`config.mk`:
```
export PLATFORM = sky130hd
export DESIGN_NAME = fc_cmd_arbiter
export DESIGN_NICKNAME = d
export VERILOG_FILES = /design/src/rtl/fc_pkg.sv /design/src/rtl/fc_downcounter.sv /design/src/rtl/fc_cmd_arbiter.sv
export SDC_FILE = /design/constraint.sdc
export NUM_CORES = 1
export LEC_CHECK = 0
export CORE_MARGIN = 10
export CORE_UTILIZATION = 55
export CTS_BUF_LIST = sky130_fd_sc_hd__clkbuf_8 sky130_fd_sc_hd__clkbuf_16
export CTS_CLUSTER_SIZE = 14
export DETAILED_ROUTE_END_ITERATION = 8
export PLACE_DENSITY = 0.86
export REMOVE_ABC_BUFFERS = 1
export SLEW_MARGIN = 30
export SYNTH_ARGS = -nofsm -noshare
export SYNTH_HDL_FRONTEND = slang
export SYNTH_HIERARCHICAL = 1
export SYNTH_SLANG_ARGS = --single-unit
```
`constraint.sdc`:
```
create_clock -name clk_bx -period 5.15 [get_ports clk_bx]
set_input_delay 0.515 -clock clk_bx [delete_from_list [all_inputs] [get_ports clk_bx]]
set_output_delay 0.515 -clock clk_bx [all_outputs]
set_load 0.01 [all_outputs]
```
`src/rtl/fc_pkg.sv`:
```
`default_nettype none
// +-----------------------------------------------------------------------+
// | fc_pkg : shared fast-control bit indices and arbiter state encodings  |
// | Rev 1.0                                                               |
// +-----------------------------------------------------------------------+
package fc_pkg;

    localparam int FC_BCR          = 0;
    localparam int FC_L1A          = 1;
    localparam int FC_LINK_RESET   = 2;
    localparam int FC_BUFFER_CLEAR = 3;
    localparam int FC_CALIB        = 5;

    typedef enum logic [1:0] {
        ST_IDLE  = 2'd0,
        ST_GUARD = 2'd1
    } fc_state_e;

endpackage
`default_nettype wire

```
`src/rtl/fc_downcounter.sv`:
```
`default_nettype none
// +-----------------------------------------------------------------------+
// | fc_downcounter : loadable down-counter that stops at zero             |
// | Rev 1.0                                                               |
// +-----------------------------------------------------------------------+
module fc_downcounter #(
    parameter int WIDTH = 8
) (
    input  logic             clk,
    input  logic             rst,
    input  logic             load,
    input  logic [WIDTH-1:0] load_value,
    output logic             nonzero
);

    logic [WIDTH-1:0] count;

    always_ff @(posedge clk or posedge rst) begin
        if (rst) begin
            count <= '0;
        end else if (load) begin
            count <= load_value;
        end else if (count != '0) begin
            count <= count - WIDTH'(1);
        end
    end

    assign nonzero = (count != '0);

endmodule
`default_nettype wire

```
`src/rtl/fc_cmd_arbiter.sv`:
```
`default_nettype none
// +-----------------------------------------------------------------------+
// | fc_cmd_arbiter : merges L1A requests and reset-type commands into a   |
// | registered fast-control word.                         Rev 1.0         |
// +-----------------------------------------------------------------------+
module fc_cmd_arbiter
    import fc_pkg::*;
#(
    parameter int NUM_L1A_SRC = 4,
    parameter int CNT_W       = 16
) (
    input  logic                   clk_bx,
    input  logic                   reset,
    input  logic                   bx_zero,
    input  logic [NUM_L1A_SRC-1:0] l1a_req,
    input  logic                   link_reset_req,
    input  logic                   buffer_clear_req,
    input  logic                   calib_pulse_req,
    input  logic [3:0]             calib_pulse_len,
    input  logic [11:0]            l1a_veto_len,
    input  logic [7:0]             guard_len,
    input  logic                   busy,
    input  logic                   enable,
    input  logic                   counters_clear,
    output logic [7:0]             fc_word,
    output logic [NUM_L1A_SRC-1:0] last_src,
    output logic [31:0]            issued_count,
    output logic [CNT_W-1:0]       vetoed_count,
    output logic [1:0]             state
);

    fc_state_e cur_state;
    fc_state_e nxt_state;

    logic       link_pend;
    logic       buf_pend;
    logic       link_pend_now;
    logic       buf_pend_now;
    logic       issue_link;
    logic       issue_buf;
    logic       cmd_issue;
    logic       any_req;
    logic       l1a_veto;
    logic       l1a_accept;
    logic       l1a_vetoed;
    logic       spacing_nz;
    logic       guard_nz;
    logic       calib_nz;
    logic [7:0] fc_next;

    // A request arriving this cycle is already eligible to issue this cycle.
    assign link_pend_now = link_pend | link_reset_req;
    assign buf_pend_now  = buf_pend  | buffer_clear_req;

    assign issue_link = (cur_state == ST_IDLE) && link_pend_now;
    assign issue_buf  = (cur_state == ST_IDLE) && !link_pend_now && buf_pend_now;
    assign cmd_issue  = issue_link | issue_buf;

    assign any_req    = |l1a_req;
    assign l1a_veto   = spacing_nz | busy | (cur_state == ST_GUARD) | cmd_issue;
    assign l1a_accept = enable & any_req & ~l1a_veto;
    assign l1a_vetoed = enable & any_req &  l1a_veto;

    fc_downcounter #(.WIDTH(12)) u_spacing_cnt (
        .clk        (clk_bx),
        .rst        (reset),
        .load       (l1a_accept),
        .load_value (l1a_veto_len),
        .nonzero    (spacing_nz)
    );

    fc_downcounter #(.WIDTH(8)) u_guard_cnt (
        .clk        (clk_bx),
        .rst        (reset),
        .load       (cmd_issue),
        .load_value (guard_len),
        .nonzero    (guard_nz)
    );

    fc_downcounter #(.WIDTH(4)) u_calib_cnt (
        .clk        (clk_bx),
        .rst        (reset),
        .load       (calib_pulse_req),
        .load_value (calib_pulse_len),
        .nonzero    (calib_nz)
    );

    always_ff @(posedge clk_bx or posedge reset) begin
        if (reset) begin
            cur_state <= ST_IDLE;
        end else begin
            cur_state <= nxt_state;
        end
    end

    always_comb begin
        nxt_state = cur_state;
        unique case (cur_state)
            ST_IDLE:  if (cmd_issue) nxt_state = ST_GUARD;
            ST_GUARD: if (!guard_nz) nxt_state = ST_IDLE;
            default:  nxt_state = ST_IDLE;
        endcase
    end

    always_comb begin
        fc_next                  = '0;
        fc_next[FC_BCR]          = bx_zero;
        fc_next[FC_L1A]          = l1a_accept;
        fc_next[FC_LINK_RESET]   = issue_link;
        fc_next[FC_BUFFER_CLEAR] = issue_buf;
        fc_next[FC_CALIB]        = calib_pulse_req | calib_nz;
    end

    always_ff @(posedge clk_bx or posedge reset) begin
        if (reset) begin
            link_pend    <= 1'b0;
            buf_pend     <= 1'b0;
            fc_word      <= '0;
            last_src     <= '0;
            issued_count <= '0;
            vetoed_count <= '0;
        end else begin
            link_pend <= link_pend_now & ~issue_link;
            buf_pend  <= buf_pend_now  & ~issue_buf;
            fc_word   <= fc_next;
            if (l1a_accept) begin
                last_src <= l1a_req;
            end
            if (counters_clear) begin
                issued_count <= '0;
                vetoed_count <= '0;
            end else begin
                if (l1a_accept) begin
                    issued_count <= issued_count + 32'd1;
                end
                if (l1a_vetoed && (vetoed_count != '1)) begin
                    vetoed_count <= vetoed_count + CNT_W'(1);
                end
            end
        end
    end

    assign state = cur_state;

endmodule
`default_nettype wire
```
; Word level (Yosys, flattened, before mapping)
; Cells that the tools add are included.
[totals]
regBits = 85
input_bits = 37
out_inout_bits = 62
wordCells = 63
[classes]
n_addsub = 5
n_eq_ne = 4
mux = 13
n_bitwise = 15
reduce_logical = 16
[op_table]
columns = cell, n
row1 = 32-bit 2-to-1 mux, 2
row2 = 32-bit by 1-bit adder with 32-bit output (second input constant), 1
row3 = 16-bit 2-to-1 mux, 2
row4 = 12-bit 2-to-1 mux, 2
row5 = 16-bit by 1-bit adder with 16-bit output (second input constant), 1
row6 = 8-bit 2-to-1 mux, 2
row7 = 16-bit inequality test (second input constant), 1
row8 = 12-bit nonzero test, 1
row9 = 12-bit by 1-bit subtractor with 12-bit output (second input constant), 1
row10 = 2-bit nonzero test, 5
row11 = 4-bit 2-to-1 mux, 2
row12 = 8-bit nonzero test, 1
row13 = 8-bit by 1-bit subtractor with 8-bit output (second input constant), 1
row14 = 1-bit OR, 7
row15 = 1-bit AND, 5
row16 = 1-bit logical AND, 4
row17 = 2-bit 2-to-1 mux, 2
row18 = 2-bit inequality test (second input constant), 2
row19 = 2-bit case mux with 2 select lines, 1
row20 = 4-bit nonzero test, 1
row21 = 4-bit OR reduction, 1
row22 = 4-bit by 1-bit subtractor with 4-bit output (second input constant), 1
row23 = 1-bit NOT, 3
row24 = 2-bit by 1-bit == test with 1-bit output (second input constant), 1
row25 = other kinds (3), 3

; Depth between registers and ports, before layout
[logic_depth]
depth_word = 10
ltp_mapped = 13

; Cells and area by module
; The synthesis kept the hierarchy.
[by_module_without_submodules]
columns = module, n_inst, cells_each, area_per_inst_um2
row1 = fc_cmd_arbiter, 1, 309, 3064.2
row2 = fc_downcounter (u_spacing_cnt), 1, 69, 695.7
row3 = fc_downcounter (u_guard_cnt), 1, 56, 520.5
row4 = fc_downcounter (u_calib_cnt), 1, 24, 250.2

; Worst setup path before layout
; Ideal clock, no wire load.
[synth_timing]
kind = reg-to-reg
start = reg u_spacing_cnt.count[5]
end = reg u_spacing_cnt.count[0]
t_arrival_ns = 2.464
required_time_ns = 5.014
slack_ns = 2.550
stages_incl_launch_ff = 11
cell_sequence = dfrtp_1 > nor3_1 > and4_1 > buf_2 > inv_1 > nor2_1 > nand4_2 > inv_2 > clkbuf_1 > clkbuf_1 > o21ai_0
[synth_between]
elab_chain_cells = 7
word_cells_on_any_way = 8
[synth_lines]
columns = item, line_no
row1 = "start, declared", fc_downcounter.sv:16  ; logic [WIDTH-1:0] count;
row2 = "start signal, assigned", fc_downcounter.sv:22  ; count <= load_value;
row3 = "start signal, assigned", fc_downcounter.sv:24  ; count <= count - WIDTH'(1);
row4 = 12-bit nonzero test *, fc_downcounter.sv:28  ; assign nonzero = (count != '0);
row5 = named net spacing_nz, fc_cmd_arbiter.sv:46  ; logic spacing_nz;
row6 = 1-bit OR * (3 in series), fc_cmd_arbiter.sv:60  ; assign l1a_veto = spacing_nz | busy | (cur_state == ST_GUARD) | cmd_issue;
row7 = 1-bit NOT *, fc_cmd_arbiter.sv:61  ; assign l1a_accept = enable & any_req & ~l1a_veto;
row8 = 1-bit AND *, fc_cmd_arbiter.sv:61
row9 = named net fc_next[1], fc_cmd_arbiter.sv:49  ; logic [7:0] fc_next;
row10 = 12-bit 2-to-1 mux or 2-bit nonzero test (tied branches), --
; Mark *: on every way through the listed nets, which the timed path passes. The rest lies on a longest branch.
; A chain may end at the register's enable or synchronous reset.

; Worst setup path after layout
[layout_timing]
start = reg u_spacing_cnt.count[7]
end = reg issued_count[22]
[layout_between]
elab_chain_cells = 7
[layout_lines]
columns = item, line_no
row1 = 12-bit nonzero test, fc_downcounter.sv:28
row2 = named net spacing_nz, fc_cmd_arbiter.sv:46
row3 = 1-bit OR (3 in series), fc_cmd_arbiter.sv:60
row4 = 1-bit NOT, fc_cmd_arbiter.sv:61
row5 = 1-bit AND, fc_cmd_arbiter.sv:61
row6 = 2-bit nonzero test (no source line), --
row7 = "end signal, assigned", fc_cmd_arbiter.sv:134  ; issued_count <= issued_count + 32'd1;
row8 = "end, declared", fc_cmd_arbiter.sv:27  ; output logic [31:0] issued_count,
; The timed path passes the listed nets, and every way through them passes these cells.

==> results_tabular.tex <==
\begin{tabular}{lr}
\hline
Metric & Value \\
\hline
\multicolumn{2}{l}{\textbf{Global routing}} \\
\quad Number of global-route vias before repair & 3788 \\
\quad Number of antenna violations at the first check in global routing & 0 \\
\quad Most Crowded Layer GR & met2 \\
\quad Total routing usage reported by global routing & 17.8\% \\
\quad Global Route met2 Usage & 31.0\% \\
\quad Met1 Use GR & 20.7\% \\
\quad First-pass GRT wire length & 18.7 mm \\
\quad Global-route track usage on met3 & 4.71\% \\
\quad Maximum number of pins on one net before global-route repair & 61 \\
\quad Remaining global-route overflow & 0 \\
\multicolumn{2}{l}{\textbf{Setup path}} \\
\quad Setup crit start kind & register \\
\quad Critical path required time & 5.36 ns \\
\quad Reg-to-Reg End & issued\_count[22] \\
\quad Crit path capture type & register \\
\quad Register-to-Register Setup Slack & 2.08 ns \\
\quad Maximum net fanout on the critical path & 7 \\
\quad Endpoint arrival time on the critical path & 3.29 ns \\
\quad Depth of the worst register-to-register path & 8 \\
\quad Worst setup path class & register to register \\
\quad Worst r2r src & u\_spacing\_cnt/count[7] \\
\multicolumn{2}{l}{\textbf{Power and ir drop}} \\
\quad Standby leakage power & 0.00226 µW \\
\quad IR Drop Worst-Case VDD & 0.256 mV \\
\quad Power consumption & 1710 µW \\
\quad Power density of the placed cells & 299 nW/µm² \\
\multicolumn{2}{l}{\textbf{STA}} \\
\quad Sum Neg Setup Slack & 0 ns \\
\quad Hold Vio Cnt, Final & 0 \\
\quad Worst hold-check slack & 0.497 ns \\
\quad Post-Route Skew & 0.00895 ns \\
\quad Number of slew-limit violations in the final report & 0 \\
\quad Time the final worst path needs with I/O delays and setup & 3.07 ns \\
\quad Final number of setup-violating endpoints & 0 \\
\quad Share of the clock period used by the worst path & 59.7\% \\
\quad Headroom to the max-slew limit & 36.3\% \\
\quad Setup repair after global routing missed its margin & no \\
\quad Max frequency & 325 MHz \\
\quad Actual transition at the worst max-transition pin & 0.955 ns \\
\multicolumn{2}{l}{\textbf{Finish}} \\
\quad Layout net count & 595 \\
\quad Sequential standard cell area & 2100 µm² \\
\quad Area of all placed cells without fillers & 5710 µm² \\
\quad Ant. Diodes & 0 \\
\quad Combined area of the multi-input logic cells & 2260 µm² \\
\quad Filler cell count & 629 \\
\quad Area growth from synthesis to final layout & 26.0\% \\
\quad Fraction of layout cells with a size suffix above 1 & 8.48\% \\
\multicolumn{2}{l}{\textbf{Floorplanning}} \\
\quad Area enclosed by the die boundary & 12300 µm² \\
\quad Core area & 8130 µm² \\
\quad Standard-cell row count & 33 \\
\quad Number of top-level pins & 99 \\
\quad Initial standard-cell utilization of the core & 55.7\% \\
\quad Die Span X & 111 µm \\
\quad DIE HEIGHT & 111 µm \\
\multicolumn{2}{l}{\textbf{Synth}} \\
\quad Average cell area after synthesis & 9.89 µm² \\
\quad Area share of the largest cell type after synthesis & 46.4\% \\
\quad Dominant register cell in the synthesized netlist & sky130\_fd\_sc\_hd\_\_dfrtp\_1 \\
\quad Dominant cell by count in the synthesized netlist & sky130\_fd\_sc\_hd\_\_dfrtp\_1 \\
\quad Cell variety after synth & 59 \\
\quad Number of cells produced by synthesis & 458 \\
\quad Sequential area share after synthesis & 46.4\% \\
\quad YS warnings & 6 \\
\quad Area of the mapped netlist & 4530 µm² \\
\quad Proportion of synthesized flip-flops having asynchronous set or reset & 100\% \\
\quad Post-synth top area cell & sky130\_fd\_sc\_hd\_\_dfrtp\_1 \\
\quad Number of flops mapped to enable cells by yosys & 0 \\
\quad Flop and latch count out of synthesis & 84 \\
\quad Leading post-synthesis cells by instance count & sky130\_fd\_sc\_hd\_\_dfrtp\_1, sky130\_fd\_sc\_hd\_\_nor2\_1, sky130\_fd\_sc\_hd\_\_xnor2\_1, sky130\_fd\_sc\_hd\_\_nand2\_1, sky130\_fd\_sc\_hd\_\_nand3\_1 \\
\quad Dominant cells by area after synthesis & sky130\_fd\_sc\_hd\_\_dfrtp\_1, sky130\_fd\_sc\_hd\_\_xnor2\_1, sky130\_fd\_sc\_hd\_\_nor2\_1 \\
\multicolumn{2}{l}{\textbf{Route}} \\
\quad Violation count after the first detailed-routing iteration & 136 \\
\quad Total via count after detailed routing & 3784 \\
\quad Drt first pass iters & 4 \\
\quad Vias per cell & 5.74 \\
\quad Remaining DRCs & 0 \\
\quad Routed WL & 11.0 mm \\
\quad Remaining antenna violation count after routing & 0 \\
\quad Routed WL per cell & 16.7 µm \\
\multicolumn{2}{l}{\textbf{Run}} \\
\quad Number of max-cap violations & 0 \\
\multicolumn{2}{l}{\textbf{Clock tree}} \\
\quad Clk pin slew, worst setup/hold paths & 0.08 ns \\
\quad Root buffer selected by CTS & sky130\_fd\_sc\_hd\_\_clkbuf\_8 \\
\quad Insertion delay of the later-clocked pin in the worst-skew pair & 0.35 ns \\
\quad Clk buf depth & 2 \\
\quad CTS tree & done \\
\quad Post-CTS Setup Inserts & 0 \\
\quad \# hold bufs at CTS & 0 \\
\quad CTS sink count & 84 \\
\quad Count of H-tree levels built during CTS & 3 \\
\quad Number of cells upsized or downsized after cts & 0 \\
\quad Number of clock buffers inserted by TritonCTS & 9 \\
\multicolumn{2}{l}{\textbf{Placement}} \\
\quad PortBufs & 94 \\
\quad Placed cell areas & 5540 µm² \\
\quad Final RePlAce weighted congestion & 0.868 \\
\quad HPWL after detailed placement & 8.19 mm \\
\multicolumn{2}{l}{\textbf{Worst hold path}} \\
\quad Hold Crit Class & primary input to async pin \\
\multicolumn{2}{l}{\textbf{Status}} \\
\quad Run status & finished, final reports clean \\
\hline
\end{tabular}
-- where the power goes --
part           internal [µW]  leakage (µW)  switching (µW)
logic                    226       0.00106             202
clock network            194     0.0000976             226
registers                751       0.00110             109
-- layout by cell type, fill, tap and decap left out, types with 5 or more instances in the layout --
master,netlist,routed
sky130_fd_sc_hd__nor2b_1,8,8
sky130_fd_sc_hd__and4_1,5,5
sky130_fd_sc_hd__a211oi_1,6,6
sky130_fd_sc_hd__mux2_2,9,9
sky130_fd_sc_hd__inv_1,20,21
sky130_fd_sc_hd__clkdlybuf4s50_1,0,94
sky130_fd_sc_hd__o31ai_1,10,10
sky130_fd_sc_hd__ha_1,8,8
sky130_fd_sc_hd__nand2_1,27,27
sky130_fd_sc_hd__xor2_1,21,21
sky130_fd_sc_hd__clkbuf_8,0,11
sky130_fd_sc_hd__o21ai_0,5,5
sky130_fd_sc_hd__a22o_1,5,5
sky130_fd_sc_hd__dfrtp_1,84,84
sky130_fd_sc_hd__nor2_1,62,62
sky130_fd_sc_hd__nand3_1,25,25
sky130_fd_sc_hd__nor3_1,17,17
sky130_fd_sc_hd__nor4_1,11,11
sky130_fd_sc_hd__a21oi_1,7,7
sky130_fd_sc_hd__xnor2_1,32,32
sky130_fd_sc_hd__nand4_1,19,19
sky130_fd_sc_hd__and3_1,5,5
-- critical path: stages, from the launching register on --
cell and delay (ns):
sky130_fd_sc_hd__dfrtp_1 0.43, sky130_fd_sc_hd__nor4_1 0.51, sky130_fd_sc_hd__and4_1 0.45, sky130_fd_sc_hd__inv_1 0.10, sky130_fd_sc_hd__or2_1 0.28, sky130_fd_sc_hd__nor4_1 0.69
sky130_fd_sc_hd__nand3_1 0.18, sky130_fd_sc_hd__xnor2_1 0.21, sky130_fd_sc_hd__nor2_1 0.07
-- area by class of cell --
cell class / count / share of cell area, %
Clock buffer: 11 / 2.65
Tap cell: 105 / 2.30
Multi-Input combinational cell: 337 / 39.6
Inverter: 21 / 1.38
Timing Repair Buffer: 97 / 16.9
Sequential cell: 84 / 36.8
Clock inverter: 4 / 0.307
-- stage by stage --
stage,worst slack [ns],cells,utilization (%)
global route,1.78,659,70.2
global placement,2.29,644,68.1
finish,2.08,659,70.2
detailed placement,2.15,644,68.1
CTS,2.13,659,70.2
floorplan,2.58,442,-
-- registers in the layout, summed over array words and instances (netlist names) --
signal               cells
buf_pend                 1
u_spacing_cnt/count     12
state                    1
issued_count            32
u_guard_cnt/count        8
u_calib_cnt/count        4
link_pend                1
vetoed_count            16
fc_word                  5
last_src                 4
-- logic make-up (layout without fill, tap and decap cells) --
family | after synthesis | count (layout) | synth area share, %
AO/OA/AOI/OAI | 50 | 50 | 8.86
XOR/XNOR | 53 | 53 | 10.2
adder cells (fa/ha/maj) | 8 | 8 | 2.21
buffers and inverters | 40 | 133 | 3.92
flip-flops | 84 | 84 | 46.4
multiplexers | 14 | 14 | 3.37
other | 1 | 4 | 0.0828
AND/OR/NAND/NOR | 208 | 208 | 24.9
-- worst max path at each step --
stage                                      start                endpoint  slack, ns  cells after the start
after global routing      u_spacing_cnt/count[5]        issued_count[22]       1.78                      8
after CTS                 u_spacing_cnt/count[5]        issued_count[22]       2.13                      8
after detailed placement  u_spacing_cnt/count[5]        issued_count[22]       2.15                      8
final                     u_spacing_cnt/count[7]        issued_count[22]       2.08                      8
after floorplan           u_spacing_cnt/count[5]        issued_count[30]       2.58                      8
after global placement            link_reset_req  u_spacing_cnt/count[5]       2.29                      6
-- metal layers --
layer | vias to the layer above | wire length, µm
met1 | 1840 | 4510
met4 | 0 | 169
met5 | - | 0
li1 | 1804 | -
met3 | 15 | 705
met2 | 125 | 5650
Note: power is estimated with default switching activity, not from simulation.
